==> src/rtl/c5_fetch_unit_if.sv <==
// c5_fetch_unit_if: memory, redirect and decode handshake bundle of the c5 fetch stage
interface c5_fetch_unit_if #(parameter int WIDTH = 32);
  logic             mem_stb;
  logic [3:0]       mem_we;
  logic [31:0]      mem_adr;
  logic [WIDTH-1:0] mem_dat;
  logic             redirect;
  logic [31:0]      redirect_pc;
  logic             valid;
  logic             ready;
  logic [WIDTH-1:0] instr;
  logic [31:0]      pc;
  logic             fault;
  modport master (
    output mem_stb, mem_we, mem_adr, valid, instr, pc, fault,
    input  mem_dat, redirect, redirect_pc, ready
  );
  modport slave (
    input  mem_stb, mem_we, mem_adr, valid, instr, pc, fault,
    output mem_dat, redirect, redirect_pc, ready
  );
endinterface

==> src/rtl/c5_fetch_unit.sv <==
// c5_fetch_unit: fetch PC, 1-cycle memory read, 2-entry decode buffer, redirect kill (optional C5_FETCH_MISALIGN_TRAP_EN)
module c5_fetch_unit #(
  parameter logic [31:0] RESET_PC = 32'h0000_0000,
  parameter int          WIDTH    = 32
) (
  input  logic             I_clk,
  input  logic             I_rst,
  c5_fetch_unit_if.master  bus
);
  logic [31:0]      pc_next;
  logic [31:0]      infl_pc;
  logic             infl;
  logic [1:0]       occ;
  logic [WIDTH-1:0] b_instr [2];
  logic [31:0]      b_pc [2];
  logic             halted;
  logic             pop;
  logic             issue;
  logic             tail;
  logic [2:0]       credit;
  // issue only while buffered plus in-flight words after this cycle's pop leave room
  always_comb begin
    pop    = (occ != 2'd0) && bus.ready;
    credit = {1'b0, occ} + {2'b00, infl} - {2'b00, pop};
    issue  = !I_rst && !bus.redirect && !halted && (credit < 3'd2);
    tail   = 1'(occ - {1'b0, pop});
  end
  assign bus.mem_stb = issue;
  assign bus.mem_we  = 4'b0000;
  assign bus.mem_adr = pc_next;
  assign bus.valid   = occ != 2'd0;
  assign bus.instr   = b_instr[0];
  assign bus.pc      = b_pc[0];
  // pc generation, in-flight tracking and head-shifting response buffer
  always_ff @(posedge I_clk)
    if (I_rst) begin
      pc_next <= RESET_PC;
      infl    <= 1'b0;
      infl_pc <= 32'd0;
      occ     <= 2'd0;
      b_instr <= '{default: '0};
      b_pc    <= '{default: '0};
    end else if (bus.redirect) begin
      pc_next <= bus.redirect_pc & ~32'd3;
      infl    <= 1'b0;
      occ     <= 2'd0;
    end else begin
      infl <= issue;
      occ  <= occ - {1'b0, pop} + {1'b0, infl};
      if (issue) begin
        pc_next <= pc_next + 32'd4;
        infl_pc <= pc_next;
      end
      if (pop) begin
        b_instr[0] <= b_instr[1];
        b_pc[0]    <= b_pc[1];
      end
      if (infl) begin
        b_instr[tail] <= bus.mem_dat;
        b_pc[tail]    <= infl_pc;
      end
    end
`ifdef C5_FETCH_MISALIGN_TRAP_EN
  // a misaligned redirect halts fetch and raises fault until an aligned redirect
  always_ff @(posedge I_clk)
    if (I_rst) halted <= 1'b0;
    else if (bus.redirect) halted <= |bus.redirect_pc[1:0];
  assign bus.fault = halted;
`else
  assign halted    = 1'b0;
  assign bus.fault = 1'b0;
`endif
endmodule

==> src/flat_wrapper.sv <==
// flat-port wrapper written by rule: the top's interface ports become plain ports
module c5_fetch_unit_flat 
#(
  parameter logic [31:0] RESET_PC = 32'h0000_0000,
  parameter int          WIDTH    = 32
)
  (I_clk, I_rst, bus_mem_stb, bus_mem_we, bus_mem_adr, bus_valid, bus_instr, bus_pc, bus_fault, bus_mem_dat, bus_redirect, bus_redirect_pc, bus_ready);
  c5_fetch_unit_if #(.WIDTH(WIDTH)) bus_i ();
  input  logic I_clk;
  input  logic I_rst;
  output wire logic [$bits(bus_i.mem_stb)-1:0] bus_mem_stb;
  output wire logic [$bits(bus_i.mem_we)-1:0] bus_mem_we;
  output wire logic [$bits(bus_i.mem_adr)-1:0] bus_mem_adr;
  output wire logic [$bits(bus_i.valid)-1:0] bus_valid;
  output wire logic [$bits(bus_i.instr)-1:0] bus_instr;
  output wire logic [$bits(bus_i.pc)-1:0] bus_pc;
  output wire logic [$bits(bus_i.fault)-1:0] bus_fault;
  input wire logic [$bits(bus_i.mem_dat)-1:0] bus_mem_dat;
  input wire logic [$bits(bus_i.redirect)-1:0] bus_redirect;
  input wire logic [$bits(bus_i.redirect_pc)-1:0] bus_redirect_pc;
  input wire logic [$bits(bus_i.ready)-1:0] bus_ready;
  assign bus_mem_stb = bus_i.mem_stb;
  assign bus_mem_we = bus_i.mem_we;
  assign bus_mem_adr = bus_i.mem_adr;
  assign bus_valid = bus_i.valid;
  assign bus_instr = bus_i.instr;
  assign bus_pc = bus_i.pc;
  assign bus_fault = bus_i.fault;
  assign bus_i.mem_dat = bus_mem_dat;
  assign bus_i.redirect = bus_redirect;
  assign bus_i.redirect_pc = bus_redirect_pc;
  assign bus_i.ready = bus_ready;
  c5_fetch_unit #(.RESET_PC(RESET_PC), .WIDTH(WIDTH)) u_core (.I_clk(I_clk), .I_rst(I_rst), .bus(bus_i));
endmodule
==> config.mk <==
export PLATFORM = sky130hd
export DESIGN_NAME = c5_fetch_unit_flat
export DESIGN_NICKNAME = d
export VERILOG_FILES = /design/src/rtl/c5_fetch_unit_if.sv /design/src/rtl/c5_fetch_unit.sv /design/src/flat_wrapper.sv
export SDC_FILE = /design/constraint.sdc
export NUM_CORES = 1
export LEC_CHECK = 0
export ABC_AREA = 1
export BUFFER_PORTS_ARGS = -buffer_cell sky130_fd_sc_hd__buf_2
export CAP_MARGIN = 5
export CORE_MARGIN = 5
export CORE_UTILIZATION = 50
export DETAILED_ROUTE_END_ITERATION = 10
export HOLD_SLACK_MARGIN = 0.02
export PLACE_DENSITY = 0.75
export SYNTH_ARGS = -nofsm -noshare
export SYNTH_HDL_FRONTEND = slang
export SYNTH_SLANG_ARGS = --single-unit
export TNS_END_PERCENT = 50
==> constraint.sdc <==
create_clock -name I_clk -period 2.8 [get_ports I_clk]
set_input_delay 0.14 -clock I_clk [delete_from_list [all_inputs] [get_ports I_clk]]
set_output_delay 0.14 -clock I_clk [all_outputs]
set_load 0.02 [all_outputs]
After elaboration in Yosys (flattened, before gate mapping)
Index checks and enable logic that the tools add are counted.
{"block": "op_classes", "n_addsub": 5, "order_cmp": 3, "muxes": 14, "n_bitwise": 2, "reduce_logical": 11}
{"op": "2-to-1 mux 32 bit", "n": 9}
{"op": "bitwise mux 64 bit", "n": 2}
{"op": "2-to-1 mux 64 bit", "n": 2}
{"op": "adder 32 x 3 -> 32 bit, second input constant", "n": 1}
{"op": "demux 32 bit (select 1 bit)", "n": 1}
{"op": "logical AND 1 bit", "n": 4}
{"op": "AND reduction 2 bit", "n": 2}
{"op": "nonzero test 2 bit", "n": 2}
{"op": "adder 2 x 1 -> 3 bit", "n": 1}
{"op": "less-than comparator 3 x 2 -> 1 bit, second input constant", "n": 1}
{"op": "subtractor 3 x 1 -> 3 bit", "n": 1}
{"op": "adder 2 x 1 -> 2 bit", "n": 1}
{"op": ">= comparator 2 bit, second input constant", "n": 1}
{"op": "logical NOT 1 bit", "n": 2}
{"op": "less-than comparator 2 x 1 -> 1 bit, second input constant", "n": 1}
{"op": "NOT 1 -> 2 bit", "n": 1}
{"op": "OR reduction 2 bit", "n": 1}
{"op": "subtractor 2 x 1 -> 2 bit", "n": 1}
{"op": "NOT 1 bit", "n": 1}
{"block": "totals", "regBits": 195, "input_bits": 68, "out_inout_bits": 103, "word_cells": 44}

Logic depth before layout (Yosys ltp)
Gate-level depths: netlist of run 1.
{"block": "depth", "depth_word": 10, "mapped_depth": 20, "depth_no_buf": 17}

Least setup slack after synthesis of run 1
Ideal clock, no wire load.
{"block": "synth_path", "kind": "register to register", "start": "register u_core.occ[1]", "end": "register u_core.infl_pc[29]", "setup_time_ns": 0.080, "arrival_time_ns": 2.965, "required_ns": 2.720, "slack_ns": -0.245, "path_stages_with_launch": 17, "n_path_buf": 5, "period_less_slack_ns": 3.045, "cell_sequence": "dfxtp_1 -> inv_1 -> nand2_1 -> nand2_2 -> inv_2 -> buf_4 -> buf_2 -> ha_1 -> or2_2 -> fa_1 -> inv_1 -> nor2_2 -> nand2_2 -> buf_6 -> buf_6 -> buf_2 -> a211oi_2"}
{"block": "synth_between", "elab_chain_len": 6, "elab_cells_between_ends": 7, "classes_between": "2 x add/sub; 1 x order compare; 4 x reduce/logical"}
{"element": "from (decl)", "line": "c5_fetch_unit.sv:13", "source": "logic [1:0] occ;"}
{"element": "from (signal assigned)", "line": "c5_fetch_unit.sv:49", "source": "occ <= occ - {1'b0, pop} + {1'b0, infl};"}
{"element": "nonzero test 2 bit"}
{"element": "net bus_valid", "line": "flat_wrapper.sv:14", "source": "output wire logic [$bits(bus_i.valid)-1:0] bus_valid;"}
{"element": "logical AND 1 bit", "line": "c5_fetch_unit.sv:23", "source": "pop = (occ != 2'd0) && bus.ready;"}
{"element": "subtractor 3 x 1 -> 3 bit", "line": "c5_fetch_unit.sv:24", "source": "credit = {1'b0, occ} + {2'b00, infl} - {2'b00, pop};"}
{"element": "less-than comparator 3 x 2 -> 1 bit", "line": "c5_fetch_unit.sv:25", "source": "issue = !I_rst && !bus.redirect && !halted && (credit < 3'd2);"}
{"element": "logical AND 1 bit", "line": "c5_fetch_unit.sv:25"}
{"element": "AND reduction 2 bit (no line)"}
{"element": "to (signal assigned)", "line": "c5_fetch_unit.sv:52", "source": "infl_pc <= pc_next;"}
{"element": "to (decl)", "line": "c5_fetch_unit.sv:11", "source": "logic [31:0] infl_pc;"}
The timed path passes the listed nets, and every way through them passes these cells.
A chain may end at the register's enable or synchronous reset.

Final worst setup path of run 1
{"block": "layout_path", "start": "register u_core.occ[1]", "end": "register u_core.pc_next[24] (netlist: u_core.bus.mem_adr[24])"}
{"block": "layout_between", "elab_chain_len": 6, "elab_cells_between_ends": 7, "classes_between": "2 x add/sub; 1 x order compare; 4 x reduce/logical"}
{"element": "branches (longest 2 deep; another with adder 2 x 1 -> 3 bit)"}
{"element": "subtractor 3 x 1 -> 3 bit (*)", "line": "c5_fetch_unit.sv:24"}
{"element": "less-than comparator 3 x 2 -> 1 bit (*)", "line": "c5_fetch_unit.sv:25"}
{"element": "logical AND 1 bit (*)", "line": "c5_fetch_unit.sv:25"}
{"element": "nonzero test 2 bit (no line) (*)"}
{"element": "to (signal assigned)", "line": "c5_fetch_unit.sv:44", "source": "pc_next <= bus.redirect_pc & ~32'd3;"}
{"element": "to (signal assigned)", "line": "c5_fetch_unit.sv:51", "source": "pc_next <= pc_next + 32'd4;"}
{"element": "to (decl)", "line": "c5_fetch_unit.sv:10", "source": "logic [31:0] pc_next;"}
Every way passes the cells marked *.

==> results of run 1 <==
-- Yosys cell counts, drive strengths merged --
cell type and count:
o21ai 210, nand2 199, dfxtp 191, inv 147
nor2 143, buf 101, a21oi 93, clkbuf 51
a211oi 49, nand3 45, o22ai 21, nand3b 8
a31o 6, nor3 6, nand4 5, ha 4
a21boi 3, o211ai 3, or2 3, a22oi 2
a31oi 2, xnor2 2, clkinv 1, conb 1
fa 1, nor4 1
-- worst max-delay path: stages, from the launching register on --
cell and delay, ns:
dfxtp_4 0.36, inv_4 0.06, nand2_4 0.05, nand2_4 0.05, inv_2 0.03, ha_1 0.25
or2_2 0.30, fa_1 0.48, inv_1 0.05, nor2_2 0.08, nand2_2 0.10, buf_6 0.15
buf_16 0.16, nor2_1 0.20, nand2_1 0.09, nand3b_1 0.08, nand2_1 0.05, inv_1 0.07
-- per-layer routing --
metal	wire length [um]	up-vias	global-route usage
li1	-	4390	-
met1	11300	3940	0.315
met2	10900	344	0.344
met3	1980	29	0.0495
met4	359	0	0.0667
met5	0	-	0
-- logic make-up after synthesis --
kind of cell    Yosys count  share of synthesized area
simple gates            410                      0.183
buf+inv                 300                      0.158
flops                   191                      0.415
fa+ha+maj                 5                    0.00761
xor+xnor                  2                    0.00190
other cells               1                   0.000407
compound gates          389                      0.234
-- power by group through the flow --
stage	clock [mW]	combinational [mW]	sequential, mW
final	2.56	1.04	3.00
after global routing	2.71	1.15	3.02
after CTS	2.58	1.01	2.99
after detailed placement	0	0.953	3.05
after global placement	0	0.932	3.05
after floorplan	0	0.713	3.05
-- worst min-delay path by stage --
stage	end	slack, ns	cells past startpoint
2_1_floorplan	u_core.bus.mem_adr[9]	0.25	2
3_3_place_gp	u_core.bus.mem_adr[9]	0.34	3
3_5_place_dp	u_core.bus.mem_adr[9]	0.34	3
4_1_cts	flip-flop	0.02	3
5_1_grt	flip-flop	0.03	3
6_report	flip-flop	0.03	3
-- stage by stage --
| step | power [mW] | area [um^2] | hold slack [ns] | utilization | TNS [ns] |
|---|---|---|---|---|---|
| 2_1_floorplan | 3.76 | 9250 | 0.250 | - | 0 |
| 3_3_place_gp | 3.98 | 9700 | 0.336 | 0.538 | 0 |
| 3_5_place_dp | 4.00 | 9700 | 0.342 | 0.538 | 0 |
| 4_1_cts | 6.58 | 10700 | 0.0210 | 0.591 | 0 |
| 5_1_grt | 6.87 | 10800 | 0.0283 | 0.598 | -0.00603 |
| 6_report | 6.59 | 10800 | 0.0251 | 0.598 | 0 |
-- layout make-up --
class                   count  share of cell area
multi-input cells         813               0.373
flip-flops and latches    191               0.355
well taps                 229              0.0266
inverters                 148              0.0530
repair inverters            1            0.000580
clock buffers              24              0.0465
repair buffers            222               0.134
clock inverters             7              0.0115
-- repair_timing --
item | in CTS | in global routing
cloned | 1 | 1
pin swaps | 1 | 2
setup buffers | 3 | 4
hold endpoints to repair | 29 | 0
endpoints found under the setup margin | 2 | 31
gates resized for setup | 7 | 21
hold buffers | 29 | 0
==> impl_metrics.py, run 1 <==
metrics = {
    "outcome": {
        "outcome": "finished clean",
    },
    "worst_setup_path": {
        "r2r_end": "u_core.bus.mem_adr[24]",
        "start_kind": "flip-flop",
        "crit_start": "u_core.occ[1]",
        "r2r-start": "u_core.occ[1]",
        "ff2ff_path_depth": 17,
        "reg2reg_slack_ns": 0.09,
        "crit_type": "flip-flop to flip-flop",
        "cp_max_fo": 29,
        "cp.required_ns": 3.18,
        "worstSetupEndpointType": "flip-flop",
        "worstPathArrival_ns": 3.08,
        "cp-endpoint": "u_core.bus.mem_adr[24]",
    },
    "sta": {
        "timing.final.ws_setup_ns": 0.0946,
        "clock.fmax_mhz": 370,
        "clock_skew_ns": 0.0162,
        "slew_headroom": 0.327,
        "min_period_ns": 2.71,
        "grt_setup_unrepaired": "yes",
        "tightest_slew_ns": 1.01,
        "slew_violations": 0,
        "finalSetupViolCount": 0,
        "fin_crit_sh": 0.966,
        "hold_viol": 0,
    },
    "floorplanning": {
        "initial_utilization": 0.511,
        "num_rows": 49,
        "dieArea_um2": 21200,
        "die_h_um": 146,
        "coreArea_um2": 18000,
        "die_x_um": 146,
        "ios": 171,
    },
    "yosys": {
        "synth_top_area_frac": 0.415,
        "synth_area_um2": 9210,
        "synth_top_area_cell": "dfxtp_1",
        "synthTopCellsByArea": "dfxtp_1 (42%), o21ai_0 (11%), nand2_1 (8.0%)",
        "netlist_instances": 1298,
        "yosysSeqAreaShare": 0.415,
        "syn_avg_cell_area_um2": 7.10,
        "yosysWarnings": 0,
        "synth_cell_type_count": 36,
        "ys_ff_latch": 191,
    },
    "cts": {
        "clock_latency_ns": 0.43,
        "cts_htree_levels": 4,
        "cts.clk_slew.worst_paths_ns": 0.07,
        "cts_inserted_buffers": 17,
        "clockBufferDepth": 2,
        "cts_root_buf": "clkbuf_16",
        "cts_tree": "yes",
        "cts.sinks": 191,
    },
    "routing": {
        "viasPerCell": 5.32,
        "finalWirelength_um": 24600,
        "drc": 0,
        "drtPass1Iterations": 5,
        "wire_per_inst_um": 15.0,
        "detail-route-antenna-nets": 0,
        "dr.first_iter.drc_count": 573,
        "num_vias": 8703,
    },
    "grt": {
        "gr-total-overflow": 0,
        "grt_pass1_vias": 8063,
        "gr-usage-all-layers": 0.224,
        "antenna_found_initial": 0,
        "grt_max_degree": 102,
        "grt_pass1_wl_um": 40200,
    },
    "final_layout": {
        "multi_input_area_um2": 4020,
        "seqCellArea_um2": 3830,
        "area.growth.synth_to_final_pct": 17.1,
        "finish.net_count": 1467,
        "fillers": 1672,
        "final_cell_mix": "o21ai_0 (196), nand2_1 (193), dfxtp_1 (189)",
        "drive_above_1_share": 0.189,
        "fin_cells": 1635,
        "mostFrequentLayoutCell": "o21ai_0",
        "diodes": 0,
    },
    "power_and_ir_drop": {
        "p_leak_nw": 4.48,
        "p_int_mw": 4.79,
        "power.share.clock": 0.388,
        "p_seq_frac": 0.454,
        "irDropWorstVdd_uv": 467,
        "pwr-share-comb": 0.157,
        "pwr_density_cell_nw_per_um2": 612,
        "p_sw_mw": 1.81,
        "switching_share": 0.274,
    },
    "placed_design": {
        "numPortBuffers": 161,
        "dp_hpwl_um": 15500,
        "gp_congestion": 0.897,
        "post-place-ws_ns": 0.0572,
        "dp.cells": 1566,
    },
    "hold_path": {
        "hp-start": "bus_mem_dat[27]",
        "min_path_type": "input pin to flip-flop",
    },
    "flow_run": {
        "max_cap_violations": 0,
    },
}
Power figures use the tool's default switching activity.
==> run 2: changes to the inputs <==
--- a/config.mk
+++ b/config.mk
@@ -8,7 +8,6 @@
 export ABC_AREA = 1
 export BUFFER_PORTS_ARGS = -buffer_cell sky130_fd_sc_hd__buf_2
 export CAP_MARGIN = 5
-export CORE_MARGIN = 5
 export CORE_UTILIZATION = 50
 export DETAILED_ROUTE_END_ITERATION = 10
 export HOLD_SLACK_MARGIN = 0.02
==> run 2 against run 1 <==
Clock-buffer cell count down 5; combinational power about the same; core utilization up 0.35 points; die area down 11%; wire length down 4.2%; sequential share of layout area down 0.22 points; critical endpoint is now u_core.bus.mem_adr[16].
==> impl_metrics.py, run 2 (same netlist as run 1, synthesis figures left out) <==
metrics = {
    "sta": {
        "slew_headroom": 0.344,
        "clock_skew_ns": 0.0126,
        "tightest_slew_ns": 0.983,
        "fin_crit_sh": 0.954,
        "min_period_ns": 2.67,
        "finalSetupViolCount": 0,
        "hold_viol": 0,
        "clock.fmax_mhz": 375,
        "slew_violations": 0,
        "setup-tns-final_ns": 0,
    },
    "placed_design": {
        "numPortBuffers": 161,
        "dp_hpwl_um": 14600,
        "gp_congestion": 0.897,
    },
    "grt": {
        "grt_pass1_wl_um": 37200,
        "gr-total-overflow": 0,
        "grt_pass1_vias": 7693,
        "antenna_found_initial": 0,
        "gr-usage-all-layers": 0.248,
        "grt_max_degree": 102,
    },
    "cts": {
        "cts_htree_levels": 4,
        "cts_inserted_buffers": 17,
        "cts.sinks": 191,
        "cts.clk_slew.worst_paths_ns": 0.07,
        "clock_latency_ns": 0.43,
        "cts_tree": "yes",
        "clockBufferDepth": 2,
        "cts_root_buf": "clkbuf_16",
    },
    "final_layout": {
        "mostFrequentLayoutCell": "o21ai_0",
        "drive_above_1_share": 0.190,
        "area.growth.synth_to_final_pct": 17.7,
        "finish.net_count": 1469,
        "final_cell_mix": "o21ai_0 (195), nand2_1 (193), dfxtp_1 (190)",
        "utilization": 0.602,
        "multi_input_area_um2": 4050,
        "seqCellArea_um2": 3830,
        "diodes": 0,
        "fillers": 1635,
    },
    "worst_setup_path": {
        "worstPathArrival_ns": 3.04,
        "cp.required_ns": 3.17,
        "start_kind": "flip-flop",
        "worstSetupEndpointType": "flip-flop",
        "crit_type": "flip-flop to flip-flop",
        "cp_max_fo": 25,
    },
    "routing": {
        "wire_per_inst_um": 14.4,
        "viasPerCell": 5.30,
        "drc": 0,
        "detail-route-antenna-nets": 0,
        "finalWirelength_um": 23500,
        "num_vias": 8680,
        "drtPass1Iterations": 5,
        "dr.first_iter.drc_count": 522,
    },
    "floorplanning": {
        "dieArea_um2": 19000,
        "num_rows": 49,
        "die_x_um": 138,
        "coreArea_um2": 18000,
        "die_h_um": 138,
        "ios": 171,
        "initial_utilization": 0.511,
    },
    "flow_run": {
        "max_cap_violations": 0,
    },
    "power_and_ir_drop": {
        "p_leak_nw": 4.49,
        "irDropWorstVdd_uv": 471,
        "pwr_density_cell_nw_per_um2": 608,
    },
    "hold_path": {
        "min_path_type": "input pin to flip-flop",
    },
    "outcome": {
        "outcome": "finished clean",
    },
}
-- run 2: through the flow --
step / hold WS [ns] / power [mW] / cell area, um^2 / instances / setup WS [ns]
finish: 0.0241 / 6.60 / 10800 / 1638 / 0.130
global route: 0.0365 / 6.90 / 10800 / 1638 / -0.00792
CTS: 0.0214 / 6.58 / 10700 / 1631 / -0.0174
detailed placement: 0.353 / 3.99 / 9680 / 1564 / 0.0302
global placement: 0.349 / 3.97 / 9680 / 1564 / 0.0701
floorplan: 0.250 / 3.76 / 9250 / 1304 / 0.000156
-- run 2: power by group --
part	internal, mW	switching, mW	leakage [nW]	total, mW
Sequential	2.87	0.128	1.56	3.00
Clock	1.45	1.11	0.297	2.56
Combinational	0.394	0.644	2.64	1.04
-- run 2: worst max-delay path, stage by stage (launching register included) --
cell and delay, ns:
dfxtp_4 0.36, inv_4 0.06, nand2_4 0.05, nand2_4 0.05, inv_2 0.04, ha_1 0.26, or2_4 0.25, fa_1 0.47
inv_1 0.05, nor2_2 0.08, nand2_2 0.11, buf_12 0.16, buf_16 0.16, nor2_1 0.25, a21boi_1 0.11, a21oi_1 0.14
-- run 2: layout make-up --
cell class                 instances  area share
clock buffer                      19      0.0408
inverter                         148      0.0528
tap                              229      0.0264
timing repair buffer             224       0.137
clock inverter                    13      0.0164
sequential                       191       0.353
multi-input combinational        813       0.373
timing repair inverter             1    0.000577
-- run 2: routing by layer --
layer / global-route usage / vias up / share of wire
li1: - / 4386 / -
met1: 0.330 / 3938 / 0.45
met2: 0.406 / 339 / 0.46
met3: 0.0511 / 17 / 0.076
met4: 0.0610 / 0 / 0.0091
met5: 0 / - / 0
-- run 2: worst paths after layout --
path / slack, ns / end / startpoint / cells after the start
max: 0.13 / u_core.bus.mem_adr[16] / u_core.occ[1] / 15
min: 0.02 / flip-flop / bus_mem_dat[4] / 3
max reg2reg: 0.13 / u_core.bus.mem_adr[16] / u_core.occ[1] / 15
min reg2reg: 0.44 / u_core.bus.pc[1] / u_core.bus.pc[1] / 2
-- run 2: what timing repair did --
action                                  CTS  global route
hold buffers                             32             0
setup buffers                             2             6
cloned                                    1             1
endpoints found under the setup margin    1            45
resized for setup                         7            30
pin swaps                                 1             3
hold endpoints to repair                 37             0
==> run 3: changes to the inputs <==
--- a/config.mk
+++ b/config.mk
@@ -8,10 +8,13 @@
 export ABC_AREA = 1
 export BUFFER_PORTS_ARGS = -buffer_cell sky130_fd_sc_hd__buf_2
 export CAP_MARGIN = 5
-export CORE_UTILIZATION = 50
+export CELL_PAD_IN_SITES_DETAIL_PLACEMENT = 0
+export CELL_PAD_IN_SITES_GLOBAL_PLACEMENT = 1
+export CORE_UTILIZATION = 36
 export DETAILED_ROUTE_END_ITERATION = 10
 export HOLD_SLACK_MARGIN = 0.02
 export PLACE_DENSITY = 0.75
+export SETUP_SLACK_MARGIN = 0.02
 export SYNTH_ARGS = -nofsm -noshare
 export SYNTH_HDL_FRONTEND = slang
 export SYNTH_SLANG_ARGS = --single-unit
==> run 3 against run 2 <==
The flow now finishes with violations (DRC); highest routed layer unchanged; die area increased by 38%; clock skew decreased by 0.0029 ns; critical path type unchanged; critical endpoint is now u_core.bus.mem_adr[25]; worst setup slack improved by 0.0098 ns; critical path depth increased by 2.
==> impl_metrics.py, run 3 (same netlist as run 1, synthesis figures left out) <==
metrics = {
    "floorplanning": {
        "ios": 171,
        "coreArea_um2": 25100,
        "initial_utilization": 0.367,
        "die_x_um": 162,
        "num_rows": 58,
        "die_h_um": 162,
        "dieArea_um2": 26200,
    },
    "sta": {
        "min_period_ns": 2.66,
        "finalSetupViolCount": 0,
        "tightest_slew_ns": 1.07,
        "slew_headroom": 0.289,
        "fin_crit_sh": 0.950,
        "clock.fmax_mhz": 376,
        "hold_viol": 0,
        "clock_skew_ns": 0.00973,
        "timing.final.ws_setup_ns": 0.140,
        "slew_violations": 0,
        "setup-tns-final_ns": 0,
    },
    "grt": {
        "grt_pass1_vias": 7767,
        "grt_max_degree": 102,
        "grt_pass1_wl_um": 41100,
        "gr-total-overflow": 0,
        "gr-usage-all-layers": 0.196,
        "antenna_found_initial": 0,
    },
    "worst_setup_path": {
        "worstPathArrival_ns": 3.04,
        "start_kind": "flip-flop",
        "worstSetupEndpointType": "flip-flop",
        "cp.required_ns": 3.18,
        "cp_max_fo": 8,
        "crit_type": "flip-flop to flip-flop",
    },
    "placed_design": {
        "dp_hpwl_um": 16500,
        "dp.cells": 1674,
        "numPortBuffers": 161,
        "gp_congestion": 0.800,
        "post-place-ws_ns": 0.0952,
    },
    "routing": {
        "wire_per_inst_um": 14.7,
        "drc": 1,
        "viasPerCell": 4.84,
        "finalWirelength_um": 25800,
        "num_vias": 8510,
        "drtPass1Iterations": 8,
        "detail-route-antenna-nets": 0,
        "dr.first_iter.drc_count": 614,
    },
    "power_and_ir_drop": {
        "pwr_density_cell_nw_per_um2": 583,
        "p_total_mw": 6.44,
        "p_leak_nw": 4.55,
        "irDropWorstVdd_uv": 362,
    },
    "final_layout": {
        "area.growth.synth_to_final_pct": 20.1,
        "multi_input_area_um2": 4040,
        "diodes": 0,
        "mostFrequentLayoutCell": "o21ai_0",
        "finish.net_count": 1488,
        "fillers": 2615,
        "final_cell_mix": "o21ai_0 (194), nand2_1 (192), dfxtp_1 (190)",
        "drive_above_1_share": 0.195,
        "seqCellArea_um2": 3830,
        "fin_cells": 1758,
    },
    "flow_run": {
        "max_cap_violations": 0,
    },
    "cts": {
        "cts_tree": "yes",
        "cts.sinks": 191,
        "clockBufferDepth": 2,
        "cts_inserted_buffers": 17,
        "clock_latency_ns": 0.43,
        "cts_root_buf": "clkbuf_16",
        "cts.clk_slew.worst_paths_ns": 0.07,
        "cts_htree_levels": 4,
    },
    "outcome": {
        "violations": "DRC",
        "outcome": "complete, but fails checks",
    },
    "hold_path": {
        "min_path_type": "input pin to flip-flop",
    },
}
[run 3: worst paths after layout]
kind | startpoint | end | slack (ns) | cells after the start
setup / recovery | u_core.occ[1] | u_core.bus.mem_adr[25] | 0.14 | 17
hold / removal | bus_redirect_pc[13] | u_core.bus.mem_adr[13] | 0.04 | 3
setup reg to reg | u_core.occ[1] | u_core.bus.mem_adr[25] | 0.14 | 17
hold reg to reg | u_core.b_pc[1] | u_core.b_pc[1] | 0.44 | 2
[run 3: timing repair]
action	CTS	global route
hold buffers	40	0
gates resized for setup	6	25
setup buffers	2	6
endpoints found under the setup margin	1	43
pin swaps	1	6
endpoints found under the hold margin	42	0
cloned	1	3
[run 3: per-layer routing]
metal	up-vias	track usage	part of all wire
li1	4431	-	-
met1	3859	0.274	0.51
met2	204	0.310	0.44
met3	16	0.0324	0.043
met4	0	0.0540	0.0099
met5	-	0	0
[run 3: critical path, stage by stage (launching register included)]
cell and delay [ns]:
dfxtp_4 0.36, inv_4 0.06, nand2_4 0.05, nand2_4 0.06, inv_2 0.03, ha_1 0.26
or2_4 0.23, fa_1 0.55, inv_2 0.05, nor2_4 0.09, nand2_4 0.11, buf_12 0.17
clkbuf_16 0.16, nor2_2 0.11, nand3_1 0.09, nand3b_1 0.10, nand2_1 0.05, inv_1 0.08
[run 3: cell type report]
| class | instances | share of cell area |
|---|---|---|
| Clock buffer | 18 | 0.0388 |
| Inverter | 148 | 0.0513 |
| Timing Repair Buffer | 243 | 0.148 |
| Timing Repair inverter | 1 | 0.000566 |
| Clock inverter | 14 | 0.0121 |
| Tap cell | 330 | 0.0373 |
| Multi-Input combinational cell | 813 | 0.365 |
| Sequential cell | 191 | 0.346 |
[run 3: through the flow]
stage,cell area (um^2),hold WS [ns],util
CTS,10900,0.0228,0.433
global route,11100,0.0734,0.440
detailed placement,9850,0.354,0.392
finish,11100,0.0437,0.440
global placement,9850,0.356,0.392
floorplan,9260,0.250,-
[run 3: power breakdown]
part,switching (mW),internal (mW)
logic,0.663,0.417
clock network,1.13,1.24
registers,0.125,2.87
